[config.mk]
export PLATFORM = sky130hd
export DESIGN_NAME = rom_loader_flat
export DESIGN_NICKNAME = d
export VERILOG_FILES = /design/src/rtl/rom_loader_pkg.sv /design/src/rtl/rom_loader_if.sv /design/src/rtl/rom_loader.sv /design/src/flat_wrapper.sv
export SDC_FILE = /design/constraint.sdc
export NUM_CORES = 1
export LEC_CHECK = 0
export BUFFER_PORTS_ARGS = -buffer_cell sky130_fd_sc_hd__buf_2
export CAP_MARGIN = 5
export CORE_UTILIZATION = 51
export DETAILED_ROUTE_END_ITERATION = 10
export PLACE_DENSITY = 0.91
export SETUP_SLACK_MARGIN = 0.5
export SYNTH_ARGS = -nofsm -noshare
export SYNTH_HDL_FRONTEND = slang
export SYNTH_SLANG_ARGS = --single-unit
[constraint.sdc]
create_clock -name clk_24 -period 3.54 [get_ports clk_24]
set_input_delay 0.354 -clock clk_24 [delete_from_list [all_inputs] [get_ports clk_24]]
set_output_delay 0.354 -clock clk_24 [all_outputs]
set_load 0.005 [all_outputs]
[src/rtl/rom_loader_pkg.sv]
// Shared definitions for the ROM download path: region indices, region sizes and loader FSM states.
package rom_loader_pkg;

  localparam logic [7:0] RegionPgrom  = 8'd0;
  localparam logic [7:0] RegionChrom  = 8'd1;
  localparam logic [7:0] RegionPalrom = 8'd2;
  localparam logic [7:0] RegionSprom  = 8'd3;

  localparam int unsigned PgromSize  = 32768;
  localparam int unsigned ChromSize  = 2048;
  localparam int unsigned PalromSize = 32;
  localparam int unsigned SpromSize  = 4096;

  typedef logic [24:0] ioctl_addr_t;
  typedef logic [16:0] dn_addr_t;

  typedef enum logic [1:0] {
    StHold = 2'd0,
    StIdle = 2'd1,
    StLoad = 2'd2
  } ld_state_e;

endpackage

[src/rtl/rom_loader_if.sv]
// Download bus: ioctl byte stream from the host side and the registered write port to the system.
interface rom_loader_if;

  logic                       ioctl_download;
  logic [7:0]                 ioctl_index;
  logic                       ioctl_wr;
  rom_loader_pkg::ioctl_addr_t ioctl_addr;
  logic [7:0]                 ioctl_dout;

  rom_loader_pkg::dn_addr_t   dn_addr;
  logic [7:0]                 dn_data;
  logic                       dn_wr;
  logic [7:0]                 dn_index;

  modport master (
    output ioctl_download, ioctl_index, ioctl_wr, ioctl_addr, ioctl_dout,
    input  dn_addr, dn_data, dn_wr, dn_index
  );

  modport slave (
    input  ioctl_download, ioctl_index, ioctl_wr, ioctl_addr, ioctl_dout,
    output dn_addr, dn_data, dn_wr, dn_index
  );

endinterface

[src/rtl/rom_loader.sv]
// ROM loader: filters and registers ioctl download bytes into per-region writes and holds the
// system in reset during and shortly after each download.
module rom_loader
  import rom_loader_pkg::*;
#(
  parameter int unsigned RESET_HOLD  = 16,
  parameter int unsigned PGROM_SIZE  = PgromSize,
  parameter int unsigned CHROM_SIZE  = ChromSize,
  parameter int unsigned PALROM_SIZE = PalromSize,
  parameter int unsigned SPROM_SIZE  = SpromSize
) (
  input  logic               clk_24,
  input  logic               reset_n,
  rom_loader_if.slave        bus,
  output logic               sys_reset,
  output logic               error,
  output logic [16:0]        byte_count,
  output logic [7:0]         checksum
);

  localparam int unsigned CntW = (RESET_HOLD > 1) ? $clog2(RESET_HOLD) : 1;
  localparam logic [CntW-1:0] HoldInit = CntW'(RESET_HOLD - 1);

  ld_state_e       state_q, state_d;
  logic [CntW-1:0] cnt_q, cnt_d;
  logic            download_q;
  logic            dn_wr_q, dn_wr_d;
  dn_addr_t        dn_addr_q, dn_addr_d;
  logic [7:0]      dn_data_q, dn_data_d;
  logic [7:0]      dn_index_q, dn_index_d;
  logic            error_q, error_d;
  logic [16:0]     count_q, count_d;
  logic [7:0]      sum_q, sum_d;

  ioctl_addr_t limit;
  logic        idx_ok;
  logic        wr_valid;
  logic        accept;
  logic        out_of_range;
  logic        dl_rise;

  always_comb begin
    idx_ok = 1'b1;
    limit  = '0;
    case (bus.ioctl_index)
      RegionPgrom:  limit = ioctl_addr_t'(PGROM_SIZE);
      RegionChrom:  limit = ioctl_addr_t'(CHROM_SIZE);
      RegionPalrom: limit = ioctl_addr_t'(PALROM_SIZE);
      RegionSprom:  limit = ioctl_addr_t'(SPROM_SIZE);
      default:      idx_ok = 1'b0;
    endcase
  end

  assign dl_rise      = bus.ioctl_download & ~download_q;
  assign wr_valid     = bus.ioctl_wr & bus.ioctl_download & idx_ok;
  assign accept       = wr_valid & (bus.ioctl_addr < limit);
  assign out_of_range = wr_valid & ~(bus.ioctl_addr < limit);

  always_comb begin
    state_d    = state_q;
    cnt_d      = cnt_q;
    dn_wr_d    = accept;
    dn_addr_d  = accept ? bus.ioctl_addr[16:0] : dn_addr_q;
    dn_data_d  = accept ? bus.ioctl_dout : dn_data_q;
    dn_index_d = dn_index_q;
    error_d    = error_q;
    count_d    = count_q;
    sum_d      = sum_q;

    unique case (state_q)
      StHold: begin
        if (cnt_q == '0) begin
          state_d = StIdle;
        end else begin
          cnt_d = cnt_q - CntW'(1);
        end
      end
      StIdle: ;
      StLoad: begin
        if (!bus.ioctl_download) begin
          state_d = StHold;
          cnt_d   = HoldInit;
        end
      end
      default: begin
        state_d = StHold;
        cnt_d   = HoldInit;
      end
    endcase

    // A new download wins over any state; a write in the same cycle lands after the clear.
    if (dl_rise) begin
      state_d    = StLoad;
      dn_index_d = bus.ioctl_index;
      error_d    = 1'b0;
      count_d    = '0;
      sum_d      = '0;
    end

    if (accept) begin
      if (count_d != '1) count_d = count_d + 17'd1;
      sum_d = sum_d + bus.ioctl_dout;
    end

    if (out_of_range) error_d = 1'b1;
  end

  always_ff @(posedge clk_24 or negedge reset_n) begin
    if (!reset_n) begin
      state_q    <= StHold;
      cnt_q      <= HoldInit;
      download_q <= 1'b0;
      dn_wr_q    <= 1'b0;
      dn_addr_q  <= '0;
      dn_data_q  <= '0;
      dn_index_q <= '0;
      error_q    <= 1'b0;
      count_q    <= '0;
      sum_q      <= '0;
    end else begin
      state_q    <= state_d;
      cnt_q      <= cnt_d;
      download_q <= bus.ioctl_download;
      dn_wr_q    <= dn_wr_d;
      dn_addr_q  <= dn_addr_d;
      dn_data_q  <= dn_data_d;
      dn_index_q <= dn_index_d;
      error_q    <= error_d;
      count_q    <= count_d;
      sum_q      <= sum_d;
    end
  end

  assign bus.dn_wr    = dn_wr_q;
  assign bus.dn_addr  = dn_addr_q;
  assign bus.dn_data  = dn_data_q;
  assign bus.dn_index = dn_index_q;
  assign sys_reset    = (state_q != StIdle);
  assign error        = error_q;
  assign byte_count   = count_q;
  assign checksum     = sum_q;

endmodule

[src/flat_wrapper.sv]
// flat-port wrapper written by rule: the top's interface ports become plain ports
module rom_loader_flat import rom_loader_pkg::*;
#(
  parameter int unsigned RESET_HOLD  = 16,
  parameter int unsigned PGROM_SIZE  = PgromSize,
  parameter int unsigned CHROM_SIZE  = ChromSize,
  parameter int unsigned PALROM_SIZE = PalromSize,
  parameter int unsigned SPROM_SIZE  = SpromSize
)
  (clk_24, reset_n, sys_reset, error, byte_count, checksum, bus_ioctl_download, bus_ioctl_index, bus_ioctl_wr, bus_ioctl_addr, bus_ioctl_dout, bus_dn_addr, bus_dn_data, bus_dn_wr, bus_dn_index);
  rom_loader_if bus_i ();
  input  logic clk_24;
  input  logic reset_n;
  output logic sys_reset;
  output logic error;
  output logic [16:0] byte_count;
  output logic [7:0] checksum;
  input wire logic [$bits(bus_i.ioctl_download)-1:0] bus_ioctl_download;
  input wire logic [$bits(bus_i.ioctl_index)-1:0] bus_ioctl_index;
  input wire logic [$bits(bus_i.ioctl_wr)-1:0] bus_ioctl_wr;
  input wire logic [$bits(bus_i.ioctl_addr)-1:0] bus_ioctl_addr;
  input wire logic [$bits(bus_i.ioctl_dout)-1:0] bus_ioctl_dout;
  output wire logic [$bits(bus_i.dn_addr)-1:0] bus_dn_addr;
  output wire logic [$bits(bus_i.dn_data)-1:0] bus_dn_data;
  output wire logic [$bits(bus_i.dn_wr)-1:0] bus_dn_wr;
  output wire logic [$bits(bus_i.dn_index)-1:0] bus_dn_index;
  assign bus_i.ioctl_download = bus_ioctl_download;
  assign bus_i.ioctl_index = bus_ioctl_index;
  assign bus_i.ioctl_wr = bus_ioctl_wr;
  assign bus_i.ioctl_addr = bus_ioctl_addr;
  assign bus_i.ioctl_dout = bus_ioctl_dout;
  assign bus_dn_addr = bus_i.dn_addr;
  assign bus_dn_data = bus_i.dn_data;
  assign bus_dn_wr = bus_i.dn_wr;
  assign bus_dn_index = bus_i.dn_index;
  rom_loader #(.RESET_HOLD(RESET_HOLD), .PGROM_SIZE(PGROM_SIZE), .CHROM_SIZE(CHROM_SIZE), .PALROM_SIZE(PALROM_SIZE), .SPROM_SIZE(SPROM_SIZE)) u_core (.clk_24(clk_24), .reset_n(reset_n), .bus(bus_i), .sys_reset(sys_reset), .error(error), .byte_count(byte_count), .checksum(checksum));
endmodule
-- Word-level counts from Yosys, hierarchy flattened
Index checks and enable logic that the tools add are counted.
- flip-flop bits (word level): 67
- output and inout port bits: 61
- input port bits: 45
- bitwise gates (word level): 8
- equal/unequal tests: 12
- reduce and logical (&&, ||, !) cells: 7
- $lt $le $gt $ge: 1
- add/sub/neg operators: 3
- multiplexer cells: 16
- operators with widths (kind ; count):
    16-bit one-hot mux with 4 select lines ; 1
    17-bit 2-to-1 mux ; 3
    25-bit by 16-bit < comparator with 1-bit output ; 1
    17-bit by 1-bit adder with 17-bit output, second input constant ; 1
    17-bit inequality test, second input constant ; 1
    8-bit by 2-bit equality test with 1-bit output, second input constant ; 2
    8-bit 2-to-1 mux ; 2
    4-bit one-hot mux with 3 select lines ; 1
    8-bit adder ; 1
    8-bit by 1-bit equality test with 1-bit output, second input constant ; 1
    8-bit logical NOT ; 1
    4-bit 2-to-1 mux ; 2
    2-bit 2-to-1 mux ; 3
    2-bit one-hot mux with 3 select lines ; 1
    3-bit AND reduction ; 2
    1-bit bitwise AND ; 5
    4-bit logical NOT ; 1
    2-bit by 1-bit inequality test with 1-bit output, second input constant ; 2
    2-bit inequality test, second input constant ; 2
    4-bit OR reduction ; 1
    4-bit by 1-bit subtractor with 4-bit output, second input constant ; 1
    1-bit 2-to-1 mux ; 3
    3-bit by 1-bit inequality test with 1-bit output, second input constant ; 1
    3-bit by 2-bit inequality test with 1-bit output, second input constant ; 1
    5 further kinds ; 7

-- Logic depth before layout (Yosys ltp)
- depth in word-level cells: 6
- mapped depth: 12
- mapped depth without buffers: 11

-- Least setup slack after synthesis
OpenSTA, ideal clock, no wires.
- path kind: in2reg
- start point: in bus_ioctl_index[5]
- end point: reg u_core.dn_addr_q[10], in the netlist u_core.bus.dn_addr[10]
- arrival: 3.120 ns
- required time: 3.415 ns
- setup time: 0.125 ns
- stages on the path: 10
- path buffers: 1
- slack: 0.296 ns
- cells stage by stage: or4_4 nor3_4 nand3_1 ha_1 a21oi_1 a21oi_1 o31a_1 nor4b_4 buf_4 mux2_2
- cells in the longest elaborated chain, start to end: 5
- RTL lines (element ; RTL line ; text):
    start: declaration ; flat_wrapper.sv:19 ; input wire logic [$bits(bus_i.ioctl_index)-1:0] bus_ioctl_index;
    parallel branches: the longest is 4 deep, another holds 25-bit by 16-bit < comparator with 1-bit output ; - ;
    1-bit bitwise AND * ; rom_loader.sv:56 ; assign accept = wr_valid & (bus.ioctl_addr < limit);
    end signal: assignment ; rom_loader.sv:125 ; dn_addr_q <= dn_addr_d;
    end: declaration ; rom_loader.sv:28 ; dn_addr_t dn_addr_q, dn_addr_d;
Mark *: on every way between the ends.
A chain may end at the register's enable or synchronous reset.

-- Worst setup path after layout
- start point: in bus_ioctl_index[6]
- end point: reg u_core.count_q[3], in the netlist u_core.byte_count[3]
- cells in the longest elaborated chain, start to end: 6
- RTL lines (element ; RTL line ; text):
    parallel branches: the longest is 4 deep, another holds 25-bit by 16-bit < comparator with 1-bit output ; - ;
    1-bit bitwise AND * ; rom_loader.sv:56 ;
    17-bit 2-to-1 mux * ; rom_loader.sv:100 ; if (accept) begin
    via u_core.count_d[3] ; rom_loader.sv:32 ; logic [16:0] count_q, count_d;
    end signal: assignment ; rom_loader.sv:129 ; count_q <= count_d;
    end: declaration ; rom_loader.sv:32 ;
Mark *: on every way through the listed nets, which the timed path passes.

==> metrics.yaml <==
setup_path:
  register_to_register_setup_slack_ns: 0.77
  depth_of_the_most_critical_reg_to_reg_path: 12
  setup.worst_path.start_class: "input pin"
  r2r_start: "u_core.download_q"
  cp_class: "input pin to flop"
  cp_data_required_time_ns: 3.81
  worst_setup_path_end_kind: "flop"
  critical_path_arrival_ns: 3.38
  worst_r2r_endpoint: "u_core.checksum[6]"
  path_max_fanout: 6
timing:
  slew_headroom_pct: 29.48
  final-max-slew-violation-count: 0
  worst_slew_pin_slew_ns: 1.058
  final_number_of_setup_violating_endpoints: 0
  timing.setup.tns_ns: 0
  final_critical_path_share_of_the_clock_period_pct: 87.93
  rsz0062_at_grt: "yes"
  final-hold-violation-count: 0
  layout_min_cycle_time_ns: 3.113
  final_critical_path_setup_slack_ns: 0.4273
  fin_skew_ns: 0.004815
  clock.fmax_mhz: 321.3
placed_design:
  detailedPlace.worstSlack_ns: 0.05934
  placed_cells_incl_taps: 496
  gpl.final_weighted_congestion: 0.8245
  detailed_place_hpwl_um: 6158
  port-buffer-count: 105
die:
  fp.dieH_um: 84.07
  floorplan.die_area_um2: 7067
  rows: 29
  core_region_um2: 6422
  effective_utilization_at_floorplan_pct: 53.48
  floorplan.die.width_um: 84.07
  io_pins: 106
cts:
  tritoncts: "yes"
  cts_made_buffers: 9
  worst_skew_pair.late_latency_ns: 0.34
  cts_max_path_buffers: 2
  ctsHtreeMaxLevel: 3
  ctsRootBufferMaster: "sky130_fd_sc_hd__clkbuf_8"
  cts_hold_repair.buffers: 0
  clk_pin_slew_ns: 0.07
  clkSinkCount: 67
power:
  total_leakage_power_nw: 2.395
  vdd_drop_max_uv: 359.8
  powerDensity_nw_per_um2: 372.0
  fin_total_pwr_mw: 1.727
routing:
  drt_met1_wl_um: 3867
  drt_first_iter_violations: 248
  via_per_inst: 6.040
  ant_nets: 0
  routed.top_layer: "met4"
  met2_length_um: 5335
  drt_first_pass_iters: 8
  route.detailed.drc: 6
  via_count: 3195
  finalWirelength_um: 10270
  dr_wl_met3_um: 718
  routed_length_per_instance_um: 19.42
logic_synthesis:
  synth-seq-area-share_pct: 48.96
  netlist.area_leader.share_pct: 45.90
  netlist.top_cell.by_area: "sky130_fd_sc_hd__dfrtp_1"
  synth.net_count: 377
  synthesis.instances: 319
  post_synth_main_area_contributors: "sky130_fd_sc_hd__dfrtp_1, sky130_fd_sc_hd__mux2_2, sky130_fd_sc_hd__nand2_1"
  synth.distinct_cells: 51
  synth_enable_flop_cells: 0
  ys_async_sr_fraction_pct: 100.0
  synth-warning-count: 0
  netlist_area_um2: 3435
  syn_area_per_cell_um2: 10.77
  postSynthRegisterBits: 67
  synth_top_flop_cell: "sky130_fd_sc_hd__dfrtp_1"
cells_and_area:
  most-common-layout-cells: "sky130_fd_sc_hd__buf_2, sky130_fd_sc_hd__dfrtp_1, sky130_fd_sc_hd__nand2_1"
  multiInputGateArea_um2: 1826
  final_core_util_pct: 72.28
  drive_above_1_share_pct: 42.92
  final-seq-area_um2: 1682
  mostFrequentLayoutCell: "sky130_fd_sc_hd__buf_2"
  layout-area-overhead-vs-synth_pct: 35.15
  filler_cell_count: 387
  final_antenna_diode_count: 0
  post_layout_nonfiller_instances: 529
  finalNetCount: 505
job:
  cap_viol_max_count: 0
min_path:
  worst_hold_path_type: "input pin to asynchronous set/reset pin"
outcome:
  run_status: "finished, violations left"
  violations: "DRC"
global_routing:
  grt_antenna_before_repair: 0
  track_usage_pct: 26.49
  grt_start_max_net_pins: 47
  grt_pass1_vias: 2975
  grt.overflow.total: 0
  grt_first_pass_wirelength_um: 14590
-- cell families after synthesis --
logic type                 after synthesis  synth area share, %
muxes                                   35                11.29
adders and majority gates               13                4.954
AOI/OAI and AO/OA                       42                8.671
buffers and inverters                   22                2.987
xor gates and xnor gates                11                2.805
and+or+nand+nor                        129                20.33
DFF                                     67                48.96
-- registers in the layout, summed over array words and instances, names as in the netlist --
register / cells
u_core.bus.dn_index: 8
u_core.download_q: 1
u_core.bus.dn_wr: 1
u_core.bus.dn_data: 8
u_core.checksum: 8
u_core.cnt_q: 4
u_core.state_q: 2
u_core.bus.dn_addr: 17
u_core.error: 1
u_core.byte_count: 17
-- synthesized netlist by cell type (all sizes together), types with 9 or more instances --
master / number
mux2: 30
nor2: 13
a21oi: 12
o21ai: 13
nand2: 52
inv: 11
and2: 9
nand4: 9
ha: 12
nand3: 9
dfrtp: 63
-- layer usage --
metal / global-route usage [%] / vias to the layer above
met5: 0 / -
met4: 10.66 / 0
met3: 4.946 / 38
met2: 46.87 / 181
met1: 31.74 / 1588
li1: - / 1388
-- where the power goes --
part / internal (mW) / switching (mW)
sequential: 0.815 / 0.0285
clock: 0.404 / 0.288
combinational: 0.0810 / 0.111
-- metrics by stage --
| step | instance area (um^2) | hold slack [ns] |
|---|---|---|
| final | 4642 | 0.1998 |
| after CTS | 4359 | 0.2034 |
| after global placement | 4071 | 0.4539 |
| after floorplan | 3453 | 0.05841 |
| after detailed placement | 4071 | 0.4636 |
| after global routing | 4642 | 0.2058 |
-- critical path, cell delays in order --
cell and delay, ns:
sky130_fd_sc_hd__buf_6 0.09, sky130_fd_sc_hd__or4_4 0.55, sky130_fd_sc_hd__nor3_4 0.26, sky130_fd_sc_hd__nand3b_1 0.17, sky130_fd_sc_hd__ha_4 0.28, sky130_fd_sc_hd__o211ai_1 0.11
sky130_fd_sc_hd__a21oi_1 0.11, sky130_fd_sc_hd__o31a_1 0.38, sky130_fd_sc_hd__buf_4 0.18, sky130_fd_sc_hd__a2111o_1 0.38, sky130_fd_sc_hd__or3_4 0.39, sky130_fd_sc_hd__a21oi_1 0.13
-- layout make-up --
type                       instances  area share [%]
clock buffer                      15           4.016
clock inverter                     1          0.6469
inverter                          11          0.8895
multi-input combinational        231           39.33
sequential                        67           36.23
tap                               77           2.075
timing repair buffer             127           16.82
-- how the worst max path moves through the flow --
stage                             startpoint                     end  slack [ns]  cells past startpoint
after global routing      bus_ioctl_index[6]   u_core.bus.dn_data[2]        0.36                     12
after floorplan           bus_ioctl_index[5]  u_core.bus.dn_addr[10]        0.30                     10
after detailed placement  bus_ioctl_index[5]    u_core.byte_count[7]        0.06                     11
after CTS                 bus_ioctl_index[5]   u_core.bus.dn_data[7]        0.54                     12
final                     bus_ioctl_index[6]    u_core.byte_count[3]        0.43                     12
after global placement    bus_ioctl_index[5]    u_core.byte_count[7]        0.20                     11
-- what timing repair did --
item | in CTS | in global routing
gates cloned | 1 | 6
setup endpoints to repair | 32 | 32
gates resized for setup | 1 | 39
pin swaps | 0 | 15
setup buffers | 5 | 5
Note: power is estimated with default switching activity, not from simulation.
